`src/rtl/fir_dec_sched.sv`:
```
// Sequencer for the time-multiplexed decimating FIR: owns the sample ring write pointer,
// the decimation phase, and the per-output MAC burst (RUN / DRAIN / DONE).
module fir_dec_sched #(
    parameter int unsigned N_TAPS  = 160,
    parameter int unsigned N_DEC   = 8,
    parameter int unsigned AW      = 8,
    parameter int unsigned MAC_LAT = 2
) (
    input  logic          clk_8x,
    input  logic          rst,
    input  logic          in_valid,
    output logic          wr_en,
    output logic [AW-1:0] wr_addr,
    output logic [AW-1:0] rd_addr,
    output logic [AW-1:0] coef_addr,
    output logic          mac_en,
    output logic          mac_clr,
    output logic          mac_last,
    output logic          acc_latch,
    output logic          busy,
    output logic          primed,
    output logic          overrun
);

    localparam int unsigned FW = $clog2(N_TAPS + 1);
    localparam int unsigned DW = (N_DEC > 1) ? $clog2(N_DEC) : 1;
    localparam int unsigned LW = $clog2(MAC_LAT + 2);

    localparam logic [AW-1:0] LastAddr  = AW'(N_TAPS - 1);
    localparam logic [AW-1:0] PenAddr   = AW'(N_TAPS - 2);
    localparam logic [FW-1:0] FillFull  = FW'(N_TAPS);
    localparam logic [FW-1:0] FillLast  = FW'(N_TAPS - 1);
    localparam logic [DW-1:0] DecLast   = DW'(N_DEC - 1);
    localparam logic [LW-1:0] DrainLast = LW'((MAC_LAT > 0) ? MAC_LAT - 1 : 0);

    typedef enum logic [1:0] {StIdle, StRun, StDrain, StDone} state_e;

    state_e        state;
    logic [AW-1:0] wr_ptr;
    logic [DW-1:0] dec_cnt;
    logic [FW-1:0] fill_cnt;
    logic [LW-1:0] drain_cnt;
    logic          primed_next;
    logic          trigger;

    assign wr_en   = in_valid;
    assign wr_addr = wr_ptr;

    // primed as it will be once the current write lands, so the priming write can trigger
    assign primed_next = primed | (fill_cnt == FillLast);
    assign trigger     = in_valid & (dec_cnt == DecLast) & primed_next;

    always_ff @(posedge clk_8x) begin
        if (rst) begin
            state     <= StIdle;
            wr_ptr    <= '0;
            dec_cnt   <= '0;
            fill_cnt  <= '0;
            drain_cnt <= '0;
            rd_addr   <= '0;
            coef_addr <= '0;
            mac_en    <= 1'b0;
            mac_clr   <= 1'b0;
            mac_last  <= 1'b0;
            acc_latch <= 1'b0;
            busy      <= 1'b0;
            primed    <= 1'b0;
            overrun   <= 1'b0;
        end else begin
            if (in_valid) begin
                wr_ptr  <= (wr_ptr == LastAddr) ? '0 : wr_ptr + 1'b1;
                dec_cnt <= (dec_cnt == DecLast) ? '0 : dec_cnt + 1'b1;
                if (fill_cnt != FillFull) begin
                    fill_cnt <= fill_cnt + 1'b1;
                end
                if (primed_next) begin
                    primed <= 1'b1;
                end
            end

            acc_latch <= 1'b0;
            if (trigger && state != StIdle) begin
                overrun <= 1'b1;
            end

            unique case (state)
                StIdle: begin
                    if (trigger) begin
                        state     <= StRun;
                        rd_addr   <= wr_ptr;
                        coef_addr <= '0;
                        mac_en    <= 1'b1;
                        mac_clr   <= 1'b1;
                        mac_last  <= 1'b0;
                        busy      <= 1'b1;
                    end
                end
                StRun: begin
                    mac_clr <= 1'b0;
                    if (coef_addr == LastAddr) begin
                        mac_en   <= 1'b0;
                        mac_last <= 1'b0;
                        if (MAC_LAT > 0) begin
                            state     <= StDrain;
                            drain_cnt <= '0;
                        end else begin
                            state     <= StDone;
                            acc_latch <= 1'b1;
                        end
                    end else begin
                        // walk backwards through the ring, wrapping at N_TAPS rather than 2^AW
                        rd_addr   <= (rd_addr == '0) ? LastAddr : rd_addr - 1'b1;
                        coef_addr <= coef_addr + 1'b1;
                        mac_last  <= (coef_addr == PenAddr);
                    end
                end
                StDrain: begin
                    if (drain_cnt == DrainLast) begin
                        state     <= StDone;
                        acc_latch <= 1'b1;
                    end else begin
                        drain_cnt <= drain_cnt + 1'b1;
                    end
                end
                StDone: begin
                    state <= StIdle;
                    busy  <= 1'b0;
                end
                default: state <= StIdle;
            endcase
        end
    end

endmodule
```
`config.mk`:
```
export PLATFORM = sky130hd
export DESIGN_NAME = fir_dec_sched
export DESIGN_NICKNAME = d
export VERILOG_FILES = /design/src/rtl/fir_dec_sched.sv
export SDC_FILE = /design/constraint.sdc
export NUM_CORES = 1
export LEC_CHECK = 0
export BUFFER_PORTS_ARGS = -buffer_cell sky130_fd_sc_hd__buf_2
export CAP_MARGIN = 10
export CORE_MARGIN = 3
export CORE_UTILIZATION = 40
export CTS_BUF_LIST = sky130_fd_sc_hd__clkbuf_8
export CTS_CLUSTER_SIZE = 14
export DETAILED_ROUTE_END_ITERATION = 8
export GPL_ROUTABILITY_DRIVEN = 0
export PLACE_DENSITY = 0.67
export SLEW_MARGIN = 20
export SYNTH_ARGS = -nofsm -noshare
export SYNTH_HDL_FRONTEND = slang
export SYNTH_SLANG_ARGS = --single-unit
```
`constraint.sdc`:
```
create_clock -name clk_8x -period 3.7 [get_ports clk_8x]
set_clock_uncertainty 0.05 [all_clocks]
set_input_delay 0.37 -clock clk_8x [delete_from_list [all_inputs] [get_ports clk_8x]]
set_output_delay 0.37 -clock clk_8x [all_outputs]
set_load 0.02 [all_outputs]
```
==> run metrics, run 1 <==
status completed; die height 83.92 um; clk_lat worst skew 300 ps; Post-synth EDFFs 0; core area 0.005675 mm^2; ys flop type dfxtp_1; Vias/cell 5.430; router iterations before antenna repair 4; Max-slew headroom 44.80%; final slew viol count 0; initial drt markers 136; Final Worst Setup Slack 1655 ps; CTS root buf clkbuf_8; most frequent cells in the layout dfxtp_1 (46), nor2_1 (36), buf_2 (34); Synth Instances 281; Worst Tran Pin Value 828.0 ps; Max IR drop VDD 0.0001675 V; die area 0.007043 mm^2; Routed Antenna Nets 0; Die W 83.92 um; post-CTS resize count 0; routed len/inst 13.50 um; final net count 327; type of origin of the critical path flip-flop; dpl cells 376; DRT Wirelength 5.185 mm; Post-Syn Nets 297; Reg clk slew, reported paths 90 ps; DP HPWL 3.610 mm; ys async rst share 0%; Avg Cell Area, Syn 8.643 um^2; gr usage total 15.19%; Sink Count 46; Synth cell types 51; maximum clock rate 488.9 MHz; crit share post-route 55.28%; mux cell area share after synthesis 3.297%; post-CTS setup buffer count 0; final cell count without fillers 384; Worst Path Arrival 2220 ps; IO Port Bufs 34; Syn-to-layout area delta 12.36%; combinational family with the most area after synthesis simple AND/OR/NAND/NOR gates; Multi-input gate area 0.001396 mm^2; TritonCTS clock tree done; worst hold path cell count 2; final hold vios 0; CP Capture Type flip-flop; vias in the first global route 1952; Ports 35; fillers 548; crit path cell chain ha_1, nand3_1, o21a_1, o211ai_2, o21ai_1, a21oi_1; Worst Hold Class flip-flop to flip-flop; CTS Hold Bufs 0; xor/xnor share of the synthesized area 4.328%; RSZ-0062 raised after global routing no; DRC viols 0; first-pass GRT wire length 8.949 mm; max cap viols 0; sequential cell area 920.9 um^2; total negative slack 0 ps; largest net degree at the start of global routing 46; Worst EP required 3880 ps; row cnt 27; maximum fanout along the worst path 10; WS Path Type flip-flop to flip-flop; H-Tree Depth 2; DP Worst Slack 1662 ps; fraction of final layout cells sized beyond drive strength 1 16.99%; YS warnings 0; Compound-Gate Fraction of Synth Area 20.45%; n_diodes 0; pwr/cell area 318.6 mW/mm^2; Initial Util 42.79%; Simple-Gate Fraction of Synth Area 22.72%; Adder-Cell Fraction of Synth Area 6.698%; worst-case clock buffer depth 2; Lkg Pwr 1.099 nW; delay of the slowest critical-path stage 470 ps; CTS buffer count 5; fin crit period 2045 ps; Slowest cell on crit path o211ai_2; FF-to-FF path depth 6; final setup violation count 0; leading cell type in the layout, fill and taps excluded dfxtp_1; GRT overflow 0; initial antenna violation count 0; post-synthesis sequential area ratio 37.92%; via count 2085; #FFs+latches synth 46; Synth Cell Area 0.002429 mm^2
logic make-up (layout without fill, tap and decap cells):
logic type               Yosys count  in the layout
multiplexers                       8              8
XOR/XNOR                          12             12
AND/OR/NAND/NOR                  108            108
buffers and inverters             26             57
flip-flops                        46             46
adder cells (fa/ha/maj)           13             13
AO/OA/AOI/OAI                     68             68
through the flow:
stage               utilization, %  hold slack, ps  area [um^2]  power [mW]
floorplan                        -           399.0         2429      0.5514
global placement             46.47           392.3         2638      0.5601
detailed placement           46.47           391.6         2638      0.5616
CTS                          48.08           405.7         2729      0.8764
global route                 48.08           429.2         2729      0.9049
finish                       48.08           400.7         2729      0.8695
layer usage:
| metal | vias to the layer above | global-route usage (%) | share of wire (%) |
|---|---|---|---|
| met1 | 983 | 19.99 | 50 |
| met3 | 7 | 3.258 | 4.0 |
| met2 | 33 | 24.73 | 45 |
| met5 | - | 0 | 0 |
| li1 | 1062 | - | - |
| met4 | 0 | 4.825 | 1.1 |
registers in the layout (all words and copies together) (netlist names):
name / cells
overrun: 1
coef_addr: 8
primed: 1
mac_en: 1
fill_cnt: 8
rd_addr: 8
drain_cnt: 2
wr_addr: 8
mac_clr: 1
state: 2
busy: 1
mac_last: 1
dec_cnt: 3
acc_latch: 1
area by class of cell:
cell class,count,share of cell area (%)
multi-input combinational,209,51.17
sequential,46,33.75
clock inverter,2,0.3210
tap,72,3.301
timing repair buffer,35,6.511
clock buffer,6,3.026
inverter,14,1.926
synthesized netlist by cell type, types with 2 or more instances:
master,instances,area [um^2]
dfxtp_1,46,920.9
or4_1,2,15.01
nand3_1,10,50.05
xor2_1,7,61.31
and3_1,3,18.77
nand4_1,7,43.79
o41ai_1,2,17.52
o221ai_1,2,17.52
inv_1,14,52.55
nor2_1,36,135.1
o21ai_0,11,55.05
a2bb2oi_1,3,26.28
o21ai_1,6,30.03
nand3b_1,3,22.52
nand2b_1,8,50.05
or3_1,5,31.28
a311oi_1,2,17.52
nor2b_1,3,18.77
ha_1,13,162.7
nor3_1,3,15.01
mux2i_1,8,80.08
clkbuf_1,7,26.28
a21oi_1,22,110.1
and2_1,2,12.51
nand2_1,20,75.07
nand4b_1,2,17.52
a311oi_2,2,30.03
xnor2_1,5,43.79
o211ai_1,4,30.03
buf_2,2,10.01
report_power, final:
group / internal (mW) / total [mW] / switching [mW]
Combinational: 0.0144 / 0.0394 / 0.0251
Clock: 0.148 / 0.320 / 0.172
Sequential: 0.501 / 0.510 / 0.00836
final timing paths:
check	slack (ps)	end	startpoint
max	1650	rd_addr[5]	coef_addr[1]
min	400	overrun	overrun
max reg2reg	1650	rd_addr[5]	coef_addr[1]
min reg2reg	400	overrun	overrun
worst max-delay path, delay by kind of cell (launching register included):
kind / cells / cell delay [ps]
AOI/OAI and AO/OA: 4 / 1090
adders and majority gates: 1 / 210
DFF: 1 / 410
and+or+nand+nor: 1 / 220
Power figures use the tool's default switching activity.
==> inputs of run 2 (changes only) <==
==> constraint.sdc (replaced) <==
create_clock -name clk_8x -period 2.1 [get_ports clk_8x]
set_clock_uncertainty 0.05 [all_clocks]
set_input_delay 0.21 -clock clk_8x [delete_from_list [all_inputs] [get_ports clk_8x]]
set_output_delay 0.21 -clock clk_8x [all_outputs]
set_load 0.02 [all_outputs]
==> run 2 against run 1 <==
Non-clock buffer count rose by 10. Critical path depth did not move. Core utilization rose by 1.1 points. Global-route usage rose by 0.75 points. Critical path type unchanged. Final area rose by 2.2%. Largest cell class unchanged.
==> run metrics, run 2 (synthesis results as in run 1) <==
status completed; worst r2r src rd_addr[0]; clock share of power 34.6% (-2.3 points); final slew viol count 0 (unchanged); GRT overflow 0 (unchanged); Vias/cell 5.427 (about the same); maximum fanout along the worst path 5 (-5); most frequent cells in the layout dfxtp_1 (46), nor2_1 (36), buf_2 (34); initial drt markers 140 (+2.9%); pwr/cell area 531.7 mW/mm^2 (+67%); r2r setup slk 130 ps (-1520 ps); Ports 35 (unchanged); type of origin of the critical path flip-flop; IO Port Bufs 34 (unchanged); Routed Antenna Nets 0 (unchanged); Lkg Pwr 1.141 nW (+3.8%); Worst Path Arrival 2140 ps (-80 ps); family with the most delay on the worst path compound AO/OA/AOI/OAI gates; die height 83.92 um (unchanged); crit path cell chain inv_1, ha_1, or4b_4, o41ai_4, o21ai_2, a221oi_2; Initial Util 42.79% (unchanged); Max-slew headroom 66.95% (+22 points); Worst Hold Class primary input to flip-flop; buffer and inverter count on the worst path 1 (+1); routed len/inst 13.65 um (+1.1%); worst-case clock buffer depth 2 (unchanged); Worst EP required 2270 ps (-1610 ps); DRT Wirelength 5.364 mm (+3.5%); max cap viols 0 (unchanged); CTS Hold Bufs 0 (unchanged); WS Path Type flip-flop to flip-flop; CP Capture Type flip-flop; gr usage total 15.94% (+0.75 points); FF-to-FF path depth 6 (unchanged); crit path from rd_addr[0]; worst hold path cell count 3 (+1); delay of the slowest critical-path stage 510 ps (+40 ps); largest net degree at the start of global routing 27 (-41%); fin crit period 1969 ps (-76.46 ps); Final Util 49.14% (+1.1 points); leading cell type in the layout, fill and taps excluded dfxtp_1; final hold vios 0 (unchanged); via count 2133 (+2.3%); Die W 83.92 um (unchanged); critical path depth in cells 6 (unchanged); total negative slack 0 ps (unchanged); Pint 1.131 mW (+70%); fraction of final layout cells sized beyond drive strength 1 19.00% (+2.0 points); Max IR drop VDD 0.0003246 V (+94%); final instance area 0.002789 mm^2 (+2.2%); Critical Path End rd_addr[3]; DRC viols 0 (unchanged); die area 0.007043 mm^2 (unchanged); vias in the first global route 2015 (+3.2%); DP HPWL 3.868 mm (+7.1%); Sink Count 46 (unchanged); final setup violation count 0 (unchanged); clk_lat worst skew 310 ps (about the same); Seq pwr share 60.6% (+2.0 points); first-pass GRT wire length 9.432 mm (+5.4%); initial antenna violation count 0 (unchanged); row cnt 27 (unchanged); R2R Path End rd_addr[3]; maximum clock rate 507.9 MHz (+3.9%); Comb pwr share 4.9% (+0.4 points); crit share post-route 93.75% (+38 points); Sw Ratio 23.76% (+0.13 points); n_diodes 0 (unchanged); core area 0.005675 mm^2 (unchanged); Post-DP Area 0.002713 mm^2 (+2.8%); CTS buffer count 5 (unchanged); router iterations before antenna repair 5 (+1); Net Sw Power 352.4 uW (+71%); post-CTS setup buffer count 0 (unchanged); H-Tree Depth 2 (unchanged); TritonCTS clock tree done; Syn-to-layout area delta 14.84%; Worst Tran Pin Value 495.8 ps (-332.2 ps); Reg clk slew, reported paths 90 ps (about the same); RSZ-0062 raised after global routing no; post-CTS resize count 0 (unchanged); final net count 337 (+3.1%); Slowest cell on crit path or4b_4; CTS root buf clkbuf_8
## run 2: cell count changes in the layout (fill, tap and decap cells not counted)
| cell | delta |
|---|---|
| inv_1 | +1 |
| clkbuf_8 | -1 |
| clkinv_2 | -1 |
| buf_4 | +10 |
## run 2: power by group through the flow
stage               Combinational, mW  Sequential [mW]  Clock [mW]
finish                         0.0725            0.898       0.512
global route                   0.0833            0.901       0.570
CTS                            0.0738            0.898       0.527
detailed placement             0.0734            0.918           0
global placement               0.0719            0.918           0
floorplan                      0.0519            0.920           0
## run 2: per-layer routing
metal | vias up | routed length [um] | part of all wire (%) | GRT usage [%]
li1 | 1086 | - | - | -
met1 | 1005 | 2758 | 51 | 22.01
met2 | 37 | 2361 | 44 | 24.51
met3 | 5 | 200 | 3.7 | 4.442
met4 | 0 | 44 | 0.82 | 3.947
met5 | - | 0 | 0 | 0
## run 2: stage by stage
stage	hold slack [ps]	cells	setup WS [ps]	total power, mW
CTS	225.1	393	136.6	1.499
global route	249.9	393	53.55	1.553
detailed placement	390.6	386	160.7	0.9916
global placement	387.9	386	213.1	0.9895
floorplan	399.0	281	178.0	0.9715
finish	231.7	393	131.2	1.483
## run 2: worst min-delay path by stage
stage | start | endpoint | slack, ps
floorplan | dec_cnt[1] | dec_cnt[1] | 400
global placement | overrun | overrun | 390
detailed placement | overrun | overrun | 390
CTS | in_valid | dec_cnt[1] | 230
global route | in_valid | dec_cnt[1] | 250
finish | in_valid | dec_cnt[1] | 230
## run 2: cell type report
cell class,count,area (um^2)
well taps,72,90.09
inverters,14,52.55
clock inverters,2,7.507
fillers,567,2887
flip-flops and latches,46,920.9
clock buffers,5,68.82
multi-input cells,209,1396
repair buffers,45,252.7
## run 2: tightest hold or removal path: cells and delay by family
kind | cells | cell delay [ps]
compound gates | 1 | 60
simple gates | 1 | 100
buf+inv | 1 | 160
==> inputs of run 3 (changes only) <==
--- a/config.mk
+++ b/config.mk
@@ -5,15 +5,16 @@
 export SDC_FILE = /design/constraint.sdc
 export NUM_CORES = 1
 export LEC_CHECK = 0
+export ABC_AREA = 1
 export BUFFER_PORTS_ARGS = -buffer_cell sky130_fd_sc_hd__buf_2
 export CAP_MARGIN = 10
 export CORE_MARGIN = 3
 export CORE_UTILIZATION = 40
 export CTS_BUF_LIST = sky130_fd_sc_hd__clkbuf_8
-export CTS_CLUSTER_SIZE = 14
 export DETAILED_ROUTE_END_ITERATION = 8
 export GPL_ROUTABILITY_DRIVEN = 0
 export PLACE_DENSITY = 0.67
+export SKIP_CTS_REPAIR_TIMING = 1
 export SLEW_MARGIN = 20
 export SYNTH_ARGS = -nofsm -noshare
 export SYNTH_HDL_FRONTEND = slang
==> run 3 against run 2 <==
Largest cell class unchanged. Sequential power is essentially flat. Critical path type unchanged. Die area grew 5.9%. Sequential cell count is the same. Highest routed layer unchanged. Critical endpoint is now coef_addr[0].
==> run metrics, run 3 <==
status completed; Routed Antenna Nets 0 (unchanged); M1 GR Usage 22.75% (+0.74 points); count leader, synth nand2_1; via count 2482 (+16%); Total Power 1.560 mW (+5.2%); row cnt 28 (+3.7%); DRT Wirelength 5.774 mm (+7.6%); final net count 430 (+28%); final cell count without fillers 490 (+25%); Syn-to-layout area delta 11.53%; die height 86.35 um (+2.9%); TritonCTS clock tree done; Die W 86.35 um (+2.9%); crit path from state[0]; crit share post-route 88.88% (-4.9 points); fin crit period 1867 ps (-102.3 ps); final instance area 0.002880 mm^2 (+3.3%); Ports 35 (unchanged); DRC viols 0 (unchanged); met2 usage in global routing 24.83% (+0.31 points); Post-Syn Nets 398 (+34%); fillers 652 (+15%); WS Path Type flip-flop to flip-flop; die area 0.007456 mm^2 (+5.9%); fraction of final layout cells sized beyond drive strength 1 13.49% (-5.5 points); Avg Cell Area, Syn 6.760 um^2 (-22%); Worst Path Arrival 2010 ps (-130 ps); HP Start rst; leading cell type in the layout, fill and taps excluded nand2_1; Initial Util 42.36% (-0.43 points); Max-slew headroom 65.53% (-1.4 points); n_diodes 0 (unchanged); routed len/inst 11.78 um (-14%); total negative slack 0 ps (unchanged); Synth area leaders dfxtp_1 (36%), nand2_1 (12%), nor2_1 (8.4%); Post-DP Area 0.002785 mm^2 (+2.7%); crit path cell chain inv_1, ha_1, inv_1, o21ai_4, nand2_4, nor2_1, nor2_1; most instantiated cells after synthesis nand2_1 (80), nor2_1 (58), inv_1 (47), dfxtp_1 (46), nand3_1 (41); Worst Hold Class primary input to flip-flop; initial antenna violation count 0 (unchanged); post-synthesis cell type with the largest combined area dfxtp_1; largest net degree at the start of global routing 26 (-3.7%); worst-case clock buffer depth 2 (unchanged); CP Capture Type flip-flop; final setup violation count 0 (unchanged); initial drt markers 101 (-28%); post-synth top area share 35.66% (-2.3 points); Reg clk slew, reported paths 90 ps (about the same); maximum clock rate 535.8 MHz (+5.5%); GRT overflow 0 (unchanged); DP HPWL 4.216 mm (+9.0%); GR peak layer met2; met3 Track Usage GR 3.137% (-1.3 points); Sink Count 46 (unchanged); Worst EP required 2250 ps (-20 ps); CTS root buf clkbuf_8; Post-synth EDFFs 0 (unchanged); router iterations before antenna repair 4 (-1); CTS buffer count 5 (unchanged); Final Util 47.25% (-1.9 points); Synth cell types 32 (-37%); type of origin of the critical path flip-flop; maximum fanout along the worst path 19 (+14); clk_lat worst skew 300 ps (about the same); vias in the first global route 2153 (+6.8%); worst r2r src state[0]; final hold vios 0 (unchanged); pwr/cell area 541.7 mW/mm^2 (+1.9%); #FFs+latches synth 46 (unchanged); ys flop type dfxtp_1; most frequent cells in the layout nand2_1 (80), nor2_1 (58), inv_1 (47); Slowest cell on crit path o21ai_4; core area 0.006096 mm^2 (+7.4%); Vias/cell 5.065 (-6.7%); post-synthesis sequential area ratio 35.66% (-2.3 points); RSZ-0062 raised after global routing no; ys async rst share 0% (unchanged); Max IR drop VDD 0.0003288 V (+1.3%); dpl cells 482 (+25%); final slew viol count 0 (unchanged); Synth Cell Area 0.002582 mm^2 (+6.3%); IO Port Bufs 34 (unchanged); Synth Instances 382 (+36%); Lkg Pwr 1.329 nW (+16%); YS warnings 0 (unchanged); Worst Tran Pin Value 515.1 ps (+19.27 ps); max cap viols 0 (unchanged); H-Tree Depth 2 (unchanged); first-pass GRT wire length 9.818 mm (+4.1%); gr usage total 16.10% (+0.16 points); delay of the slowest critical-path stage 440 ps (-70 ps)
## run 3: final cells by class
type                    instances  area [um^2]  area share, %
repair buffers                 37        192.7          6.690
well taps                      75        93.84          3.258
inverters                      47        176.4          6.125
clock buffers                   6        82.58          2.867
flip-flops and latches         46        920.9          31.97
clock inverters                 2        12.51         0.4344
multi-input cells             277         1401          48.65
## run 3: cell families after synthesis
| kind of cell | count (synthesis) | synth area share [%] |
|---|---|---|
| AND/OR/NAND/NOR | 199 | 33.92 |
| AO/OA/AOI/OAI | 63 | 13.37 |
| buffers and inverters | 59 | 10.08 |
| XOR/XNOR | 2 | 0.6784 |
| adder cells (fa/ha/maj) | 13 | 6.299 |
| flip-flops | 46 | 35.66 |
## run 3: worst paths after layout
kind | end | slack, ps | cells after the start
worst max-delay path | coef_addr[0] | 230 | 7
worst min register to register | fill_cnt[7] | 400 | 1
worst min-delay path | rd_addr[5] | 200 | 4
worst max register to register | coef_addr[0] | 230 | 7
## run 3: routing by layer
layer	wire [um]	part of all wire, %	vias up
met2	2576	45	54
li1	-	-	1294
met5	0	0	-
met3	251	4.3	7
met1	2886	50	1127
met4	59	1.0	0
## run 3: per-stage QoR
| stage | hold slack [ps] | setup slack (ps) |
|---|---|---|
| floorplan | 372.5 | 370.7 |
| global placement | 386.3 | 296.8 |
| detailed placement | 389.1 | 262.6 |
| CTS | 194.5 | 245.0 |
| global route | 227.7 | 23.45 |
| finish | 197.0 | 233.5 |
## run 3: worst max-delay path, delay by kind of cell, from the launching register on
kind | cells | cell delay [ps]
DFF | 1 | 340
and+or+nand+nor | 3 | 400
adders and majority gates | 1 | 290
buffers and inverters | 2 | 240
AOI/OAI and AO/OA | 1 | 440
## run 3: report_power, final
group	internal [mW]	leakage, nW	switching, mW
Sequential	0.885	0.372	0.0126
Combinational	0.0310	0.909	0.0614
Clock	0.265	0.0472	0.306
